==> src/rtl/cdr_pkg.sv <==
// rtl/cdr_pkg.sv - shared CDR constants and phase-detector state type
package cdr_pkg;

    typedef enum logic [0:0] {
        ACQ   = 1'b0,
        TRACK = 1'b1
    } pd_state_t;

    // Period bounds shared with the period divider.
    localparam int NB_P_RESET = 25;
    localparam int NB_P_MIN   = 23;
    localparam int NB_P_MAX   = 27;

endpackage

==> src/rtl/cdr_sync2.sv <==
// rtl/cdr_sync2.sv - two-flop synchronizer with registered-history edge detect
module cdr_sync2 (
    input  logic i_clk,
    input  logic i_rst,
    input  logic i_data,
    output logic o_d_s,
    output logic o_edge
);

    logic meta_q;
    logic sync_q;
    logic prev_q;

    always_ff @(posedge i_clk) begin
        if (i_rst) begin
            meta_q <= 1'b0;
            sync_q <= 1'b0;
            prev_q <= 1'b0;
        end else begin
            meta_q <= i_data;
            sync_q <= meta_q;
            prev_q <= sync_q;
        end
    end

    assign o_d_s  = sync_q;
    assign o_edge = sync_q ^ prev_q;

endmodule

==> src/rtl/cdr_phase_detector.sv <==
// rtl/cdr_phase_detector.sv - Alexander bang-bang phase detector feeding the CDR period divider
module cdr_phase_detector #(
    parameter int CNT_W    = 6,
    parameter int NB_P_MIN = cdr_pkg::NB_P_MIN,
    parameter int NB_P_MAX = cdr_pkg::NB_P_MAX,
    parameter int VOTE_LEN = 4,
    parameter int LOCK_CNT = 3,
    parameter int MAX_RUN  = 16
) (
    input  logic             i_clk,
    input  logic             i_rst,
    input  logic             i_data,
    input  logic [CNT_W-1:0] i_nb_P,
    output logic             o_T,
    output logic             o_E,
    output logic             o_dec_valid,
    output logic             o_bit,
    output logic             o_bit_valid,
    output logic             o_locked
);
    import cdr_pkg::*;

    localparam int VW = $clog2(VOTE_LEN) + 2;
    localparam int TW = $clog2(VOTE_LEN + 1);
    localparam int LW = $clog2(LOCK_CNT + 1);
    localparam int RW = $clog2(MAX_RUN + 1);
    localparam logic signed [VW-1:0] V_ONE = VW'(1);

    logic d_s;
    logic edge_s;

    cdr_sync2 u_sync (
        .i_clk  (i_clk),
        .i_rst  (i_rst),
        .i_data (i_data),
        .o_d_s  (d_s),
        .o_edge (edge_s)
    );

    pd_state_t              state_q, state_d;
    logic [CNT_W-1:0]       cnt_q, cnt_d;
    logic [CNT_W-1:0]       p_q, p_d;
    logic                   a_q, a_d, a_valid_q, a_valid_d, b_q, b_d;
    logic signed [VW-1:0]   vote_q, vote_d, vote_new;
    logic [TW-1:0]          tcnt_q, tcnt_d, tcnt_new;
    logic [RW-1:0]          run_q, run_d;
    logic [LW-1:0]          lockcnt_q, lockcnt_d;
    logic                   prev_e_q, prev_e_d, prev_e_valid_q, prev_e_valid_d;
    logic                   t_q, t_d, e_q, e_d, dec_valid_q, dec_valid_d;
    logic                   bit_q, bit_d, bit_valid_q, bit_valid_d, locked_q, locked_d;
    logic [CNT_W-1:0]       nb_p_clamped;
    logic                   is_centre, is_wrap;

    always_comb begin
        nb_p_clamped = i_nb_P;
        if (i_nb_P < CNT_W'(NB_P_MIN)) begin
            nb_p_clamped = CNT_W'(NB_P_MIN);
        end else if (i_nb_P > CNT_W'(NB_P_MAX)) begin
            nb_p_clamped = CNT_W'(NB_P_MAX);
        end
    end

    assign is_centre = (state_q == TRACK) && (cnt_q == (p_q >> 1));
    assign is_wrap   = (state_q == TRACK) && (cnt_q == p_q - 1'b1);

    always_comb begin
        state_d        = state_q;
        cnt_d          = cnt_q;
        p_d            = p_q;
        a_d            = a_q;
        a_valid_d      = a_valid_q;
        b_d            = b_q;
        vote_new       = vote_q;
        tcnt_new       = tcnt_q;
        vote_d         = vote_q;
        tcnt_d         = tcnt_q;
        run_d          = run_q;
        lockcnt_d      = lockcnt_q;
        prev_e_d       = prev_e_q;
        prev_e_valid_d = prev_e_valid_q;
        t_d            = t_q;
        e_d            = e_q;
        dec_valid_d    = 1'b0;
        bit_d          = bit_q;
        bit_valid_d    = 1'b0;
        locked_d       = locked_q;

        if (state_q == ACQ) begin
            cnt_d = '0;
            if (edge_s) begin
                cnt_d     = CNT_W'(1);
                a_valid_d = 1'b0;
                run_d     = '0;
                state_d   = TRACK;
            end
        end else begin
            cnt_d = cnt_q + 1'b1;
            if (is_wrap) begin
                cnt_d = '0;
                p_d   = nb_p_clamped;
                b_d   = d_s;
            end
            if (is_centre) begin
                bit_d       = d_s;
                bit_valid_d = 1'b1;
                t_d         = 1'b0;
                a_d         = d_s;
                a_valid_d   = 1'b1;
                // Edge sample still matching the old symbol means the transition came late: we sample early.
                if (a_valid_q && (a_q != d_s)) begin
                    vote_new = (b_q == a_q) ? (vote_q + V_ONE) : (vote_q - V_ONE);
                    tcnt_new = tcnt_q + 1'b1;
                    run_d    = '0;
                end else begin
                    run_d = run_q + 1'b1;
                end
                vote_d = vote_new;
                tcnt_d = tcnt_new;
                if (tcnt_new == TW'(VOTE_LEN)) begin
                    t_d         = (vote_new != 0);
                    e_d         = (vote_new > 0);
                    dec_valid_d = 1'b1;
                    vote_d      = '0;
                    tcnt_d      = '0;
                    if ((vote_new == 0) || (prev_e_valid_q && ((vote_new > 0) != prev_e_q))) begin
                        lockcnt_d = (lockcnt_q == LW'(LOCK_CNT)) ? lockcnt_q : lockcnt_q + 1'b1;
                    end else begin
                        lockcnt_d = '0;
                    end
                    if (vote_new != 0) begin
                        prev_e_d       = (vote_new > 0);
                        prev_e_valid_d = 1'b1;
                    end
                    locked_d = (lockcnt_d == LW'(LOCK_CNT));
                end
                if (run_d == RW'(MAX_RUN)) begin
                    state_d   = ACQ;
                    cnt_d     = '0;
                    locked_d  = 1'b0;
                    lockcnt_d = '0;
                    vote_d    = '0;
                    tcnt_d    = '0;
                    t_d       = 1'b0;
                end
            end
        end
    end

    always_ff @(posedge i_clk) begin
        if (i_rst) begin
            state_q        <= ACQ;
            cnt_q          <= '0;
            p_q            <= CNT_W'(NB_P_RESET);
            a_q            <= 1'b0;
            a_valid_q      <= 1'b0;
            b_q            <= 1'b0;
            vote_q         <= '0;
            tcnt_q         <= '0;
            run_q          <= '0;
            lockcnt_q      <= '0;
            prev_e_q       <= 1'b0;
            prev_e_valid_q <= 1'b0;
            t_q            <= 1'b0;
            e_q            <= 1'b0;
            dec_valid_q    <= 1'b0;
            bit_q          <= 1'b0;
            bit_valid_q    <= 1'b0;
            locked_q       <= 1'b0;
        end else begin
            state_q        <= state_d;
            cnt_q          <= cnt_d;
            p_q            <= p_d;
            a_q            <= a_d;
            a_valid_q      <= a_valid_d;
            b_q            <= b_d;
            vote_q         <= vote_d;
            tcnt_q         <= tcnt_d;
            run_q          <= run_d;
            lockcnt_q      <= lockcnt_d;
            prev_e_q       <= prev_e_d;
            prev_e_valid_q <= prev_e_valid_d;
            t_q            <= t_d;
            e_q            <= e_d;
            dec_valid_q    <= dec_valid_d;
            bit_q          <= bit_d;
            bit_valid_q    <= bit_valid_d;
            locked_q       <= locked_d;
        end
    end

    assign o_T         = t_q;
    assign o_E         = e_q;
    assign o_dec_valid = dec_valid_q;
    assign o_bit       = bit_q;
    assign o_bit_valid = bit_valid_q;
    assign o_locked    = locked_q;

endmodule

==> config.mk <==
export PLATFORM = sky130hd
export DESIGN_NAME = cdr_phase_detector
export DESIGN_NICKNAME = d
export VERILOG_FILES = /design/src/rtl/cdr_pkg.sv /design/src/rtl/cdr_sync2.sv /design/src/rtl/cdr_phase_detector.sv
export SDC_FILE = /design/constraint.sdc
export NUM_CORES = 1
export LEC_CHECK = 0
export BUFFER_PORTS_ARGS = -buffer_cell sky130_fd_sc_hd__clkbuf_2
export CORE_ASPECT_RATIO = 0.8
export CORE_UTILIZATION = 50
export CTS_CLUSTER_SIZE = 28
export DETAILED_ROUTE_END_ITERATION = 8
export GPL_ROUTABILITY_DRIVEN = 0
export PLACE_DENSITY_LB_ADDON = 0.3
export SLEW_MARGIN = 15
export SYNTH_ARGS = -nofsm -noshare
export SYNTH_HDL_FRONTEND = slang
export SYNTH_SLANG_ARGS = --single-unit
export TNS_END_PERCENT = 50
==> constraint.sdc <==
create_clock -name i_clk -period 2.4 [get_ports i_clk]
set_input_delay 0.48 -clock i_clk [delete_from_list [all_inputs] [get_ports i_clk]]
set_output_delay 0.48 -clock i_clk [all_outputs]
set_load 0.01 [all_outputs]
==> flow_metrics.tcl <==
set metrics [dict create \
    numPortBuffers 14 \
    synth_flop_cell "dfxtp_1" \
    wl_per_cell_um 13.6 \
    fin_cells 332 \
    irDropWorstVdd_mv 0.397 \
    insertion_delay_ns 0.30 \
    startpoint "b_q$_SDFFE_PP0P_" \
    synthDistinctLibCells 58 \
    io_pins 15 \
    power_density_nw_per_um2 467 \
    diodes 0 \
    detail-route-antenna-nets 0 \
    cts-root-buf "clkbuf_8" \
    maxSlewViolCount 0 \
    worstPathArrival_ns 2.54 \
    crit_fanout 5 \
    cts.sinks 40 \
    avgSynthCellArea_um2 8.79 \
    grt_overflow 0 \
    end_kind "flip-flop" \
    required_ns 2.63 \
    area_growth_pct 15.3 \
    cp_slowest_cell "a211oi_1" \
    vias 1853 \
    path_cells "xnor2_4 -> inv_2 -> buf_4 -> ha_1 -> nand3_1 -> a211oi_1 -> a221oi_4 -> and3_1 -> or3_1 -> a21oi_1" \
    max_cap_viol_count 0 \
    cpPeakStageDelay_ns 0.38 \
    numCtsBuffers 5 \
    grt.total_usage_pct 20.5 \
    first_global_vias 1672 \
    min_path_type "input port to flip-flop" \
    core_um2 4200 \
    grt_pass1_wl_um 7470 \
    post-route-drc-count 0 \
    first_iter_violations 96 \
    tightest_slew_ns 0.448 \
    die_area_um2 4690 \
    wirelength_um 4500 \
    rsz0062_at_grt "yes" \
    use_met2_pct 34.1 \
    met3_usage_pct 4.89 \
    run_status "finished clean" \
    via_per_inst 5.58 \
    antenna_found_initial 0 \
    syn_nets 267 \
    drive_gt1_share_pct 20.4 \
    cts_max_level 2 \
    ys_warn_count 0 \
    netlist_area_um2 2210 \
    finalCriticalPeriod_ns 2.32 \
    min_from "i_data" \
    postCtsHoldBufs 0 \
    start_util_pct 52.5 \
    nNetsFinal 290 \
    top_usage_layer "met2" \
    synth_edf_count 0 \
    leakage_nw 0.997 \
    multiInputGateArea_um2 1380 \
    final-setup-viol-count 0 \
    first_pass_iters 4 \
    die_h_um 61.4 \
    crit_type "flip-flop to flip-flop" \
    dp_cells 324 \
    start_kind "flip-flop" \
    synth-seq-cells 40 \
    fin_crit_sh_pct 96.5 \
    num_rows 21 \
    met1_usage_pct 26.9 \
    fillCellCount 394 \
    cts.clk_slew.worst_paths_ns 0.08 \
    netlist_instances 251 \
    r2r-start "b_q$_SDFFE_PP0P_" \
    cts_tree "done" \
    grt_max_degree 22 \
    place_ws_ns -0.0775 \
    hold_viol_final 0 \
    max_freq_mhz 432 \
    async_flop_share_pct 0 \
    ys_seq_area_share_pct 36.3 \
    worst_slack_ns 0.0848 \
    dieWidth_um 76.3 \
    seq_area_um2 806 \
    max-slew-margin-rel_pct 70.1 \
    clock_skew_ns 0.00801 \
    clockBufferDepth 2 \
    hpwl_um 3380 \
]
==> path summary, 6_finish.rpt <==
kind	end	slack, ns	cells past startpoint
setup / recovery	o_T$_SDFFE_PP0P_	0.08	10
hold / removal	u_sync.meta_q$_SDFF_PP0_	0.41	2
setup reg to reg	o_T$_SDFFE_PP0P_	0.08	10
hold reg to reg	u_sync.o_d_s$_SDFF_PP0_	0.45	1
==> routing by layer <==
layer | routed length [um] | vias up
li1 | - | 945
met1 | 2250 | 867
met2 | 2030 | 36
met3 | 178 | 5
met4 | 41 | 0
met5 | 0 | -
==> registers in the layout, summed over array words and instances (netlist names), 2 cells and up <==
name	count
tcnt_q	3
vote_q	4
run_q	5
p_q	6
lockcnt_q	2
cnt_q	6
==> Yosys cell counts, drive strengths merged (4+ instances only) <==
library cell	number	share of area, %
a211oi	5	1.7
a21oi	20	4.7
and2	4	1.3
and3	4	1.1
clkbuf	8	1.4
dfxtp	40	36
ha	6	3.4
inv	9	1.5
mux2i	6	2.7
nand2	13	2.3
nand2b	7	2.0
nand3	13	3.2
nand4	4	1.4
nand4b	4	1.6
nor2	25	4.3
nor2b	8	2.3
nor3	8	1.8
o21ai	6	1.4
or3	4	1.1
xnor2	11	4.4
xor2	14	5.9
==> worst max-delay path: cells and delay by family (launching register included) <==
| kind | cells | cell delay, ns |
|---|---|---|
| adder cells (fa/ha/maj) | 1 | 0.26 |
| AO/OA/AOI/OAI | 3 | 0.57 |
| XOR/XNOR | 1 | 0.16 |
| flip-flops | 1 | 0.37 |
| buffers and inverters | 2 | 0.19 |
| AND/OR/NAND/NOR | 3 | 0.70 |
==> cell families after synthesis <==
kind of cell / Yosys count / share of synthesized area (%)
fa+ha+maj: 7 / 4.31
simple gates: 104 / 26.4
xor+xnor: 25 / 10.3
compound gates: 51 / 16.6
flops: 40 / 36.3
mux: 6 / 2.72
buf+inv: 18 / 3.46
==> cell type report <==
| cell class | instances | share of cell area (%) |
|---|---|---|
| multi-input combinational | 193 | 54.4 |
| timing repair buffer | 25 | 6.15 |
| inverter | 9 | 1.33 |
| clock inverter | 1 | 0.295 |
| clock buffer | 7 | 3.39 |
| tap | 57 | 2.80 |
| sequential | 40 | 31.7 |
==> through the flow <==
| stage | hold WS [ns] | util (%) | cell area (um2) | total power, mW | setup TNS [ns] |
|---|---|---|---|---|---|
| CTS | 0.418 | 59.6 | 2510 | 1.20 | 0 |
| detailed placement | 0.432 | 57.4 | 2410 | 0.733 | -0.0775 |
| global placement | 0.437 | 57.4 | 2410 | 0.732 | 0 |
| floorplan | 0.414 | - | 2230 | 0.717 | 0 |
| global route | 0.412 | 60.5 | 2540 | 1.23 | -0.194 |
| finish | 0.410 | 60.5 | 2540 | 1.19 | 0 |
==> placed cells by master (no fill, tap or decap), types with 4 or more instances in the layout <==
| master | synthesis | final |
|---|---|---|
| nor2_1 | 25 | 25 |
| clkbuf_2 | 1 | 14 |
| nand2_1 | 12 | 12 |
| or3_1 | 4 | 4 |
| nand3_1 | 12 | 12 |
| nor3_1 | 8 | 8 |
| a21oi_1 | 19 | 18 |
| xor2_1 | 13 | 13 |
| nand4b_1 | 4 | 4 |
| buf_4 | 0 | 10 |
| ha_1 | 6 | 6 |
| dfxtp_1 | 40 | 38 |
| and3_1 | 4 | 4 |
| o21ai_0 | 5 | 5 |
| a211oi_1 | 5 | 5 |
| mux2i_1 | 6 | 6 |
| nand2b_1 | 7 | 7 |
| inv_1 | 7 | 7 |
| nor2b_1 | 8 | 8 |
| xnor2_1 | 11 | 10 |
| clkbuf_8 | 0 | 6 |
==> power by group <==
part | internal (mW) | leakage (nW) | switching (mW) | total (mW)
Combinational | 0.0170 | 0.628 | 0.0248 | 0.0418
Sequential | 0.667 | 0.324 | 0.00740 | 0.674
Clock | 0.234 | 0.0445 | 0.238 | 0.472
==> timing repair <==
item                       CTS  global route
setup endpoints to repair    2             7
resized for setup            1             8
pin swaps                    1             0
setup buffers                0             0
Power figures use the tool's default switching activity.
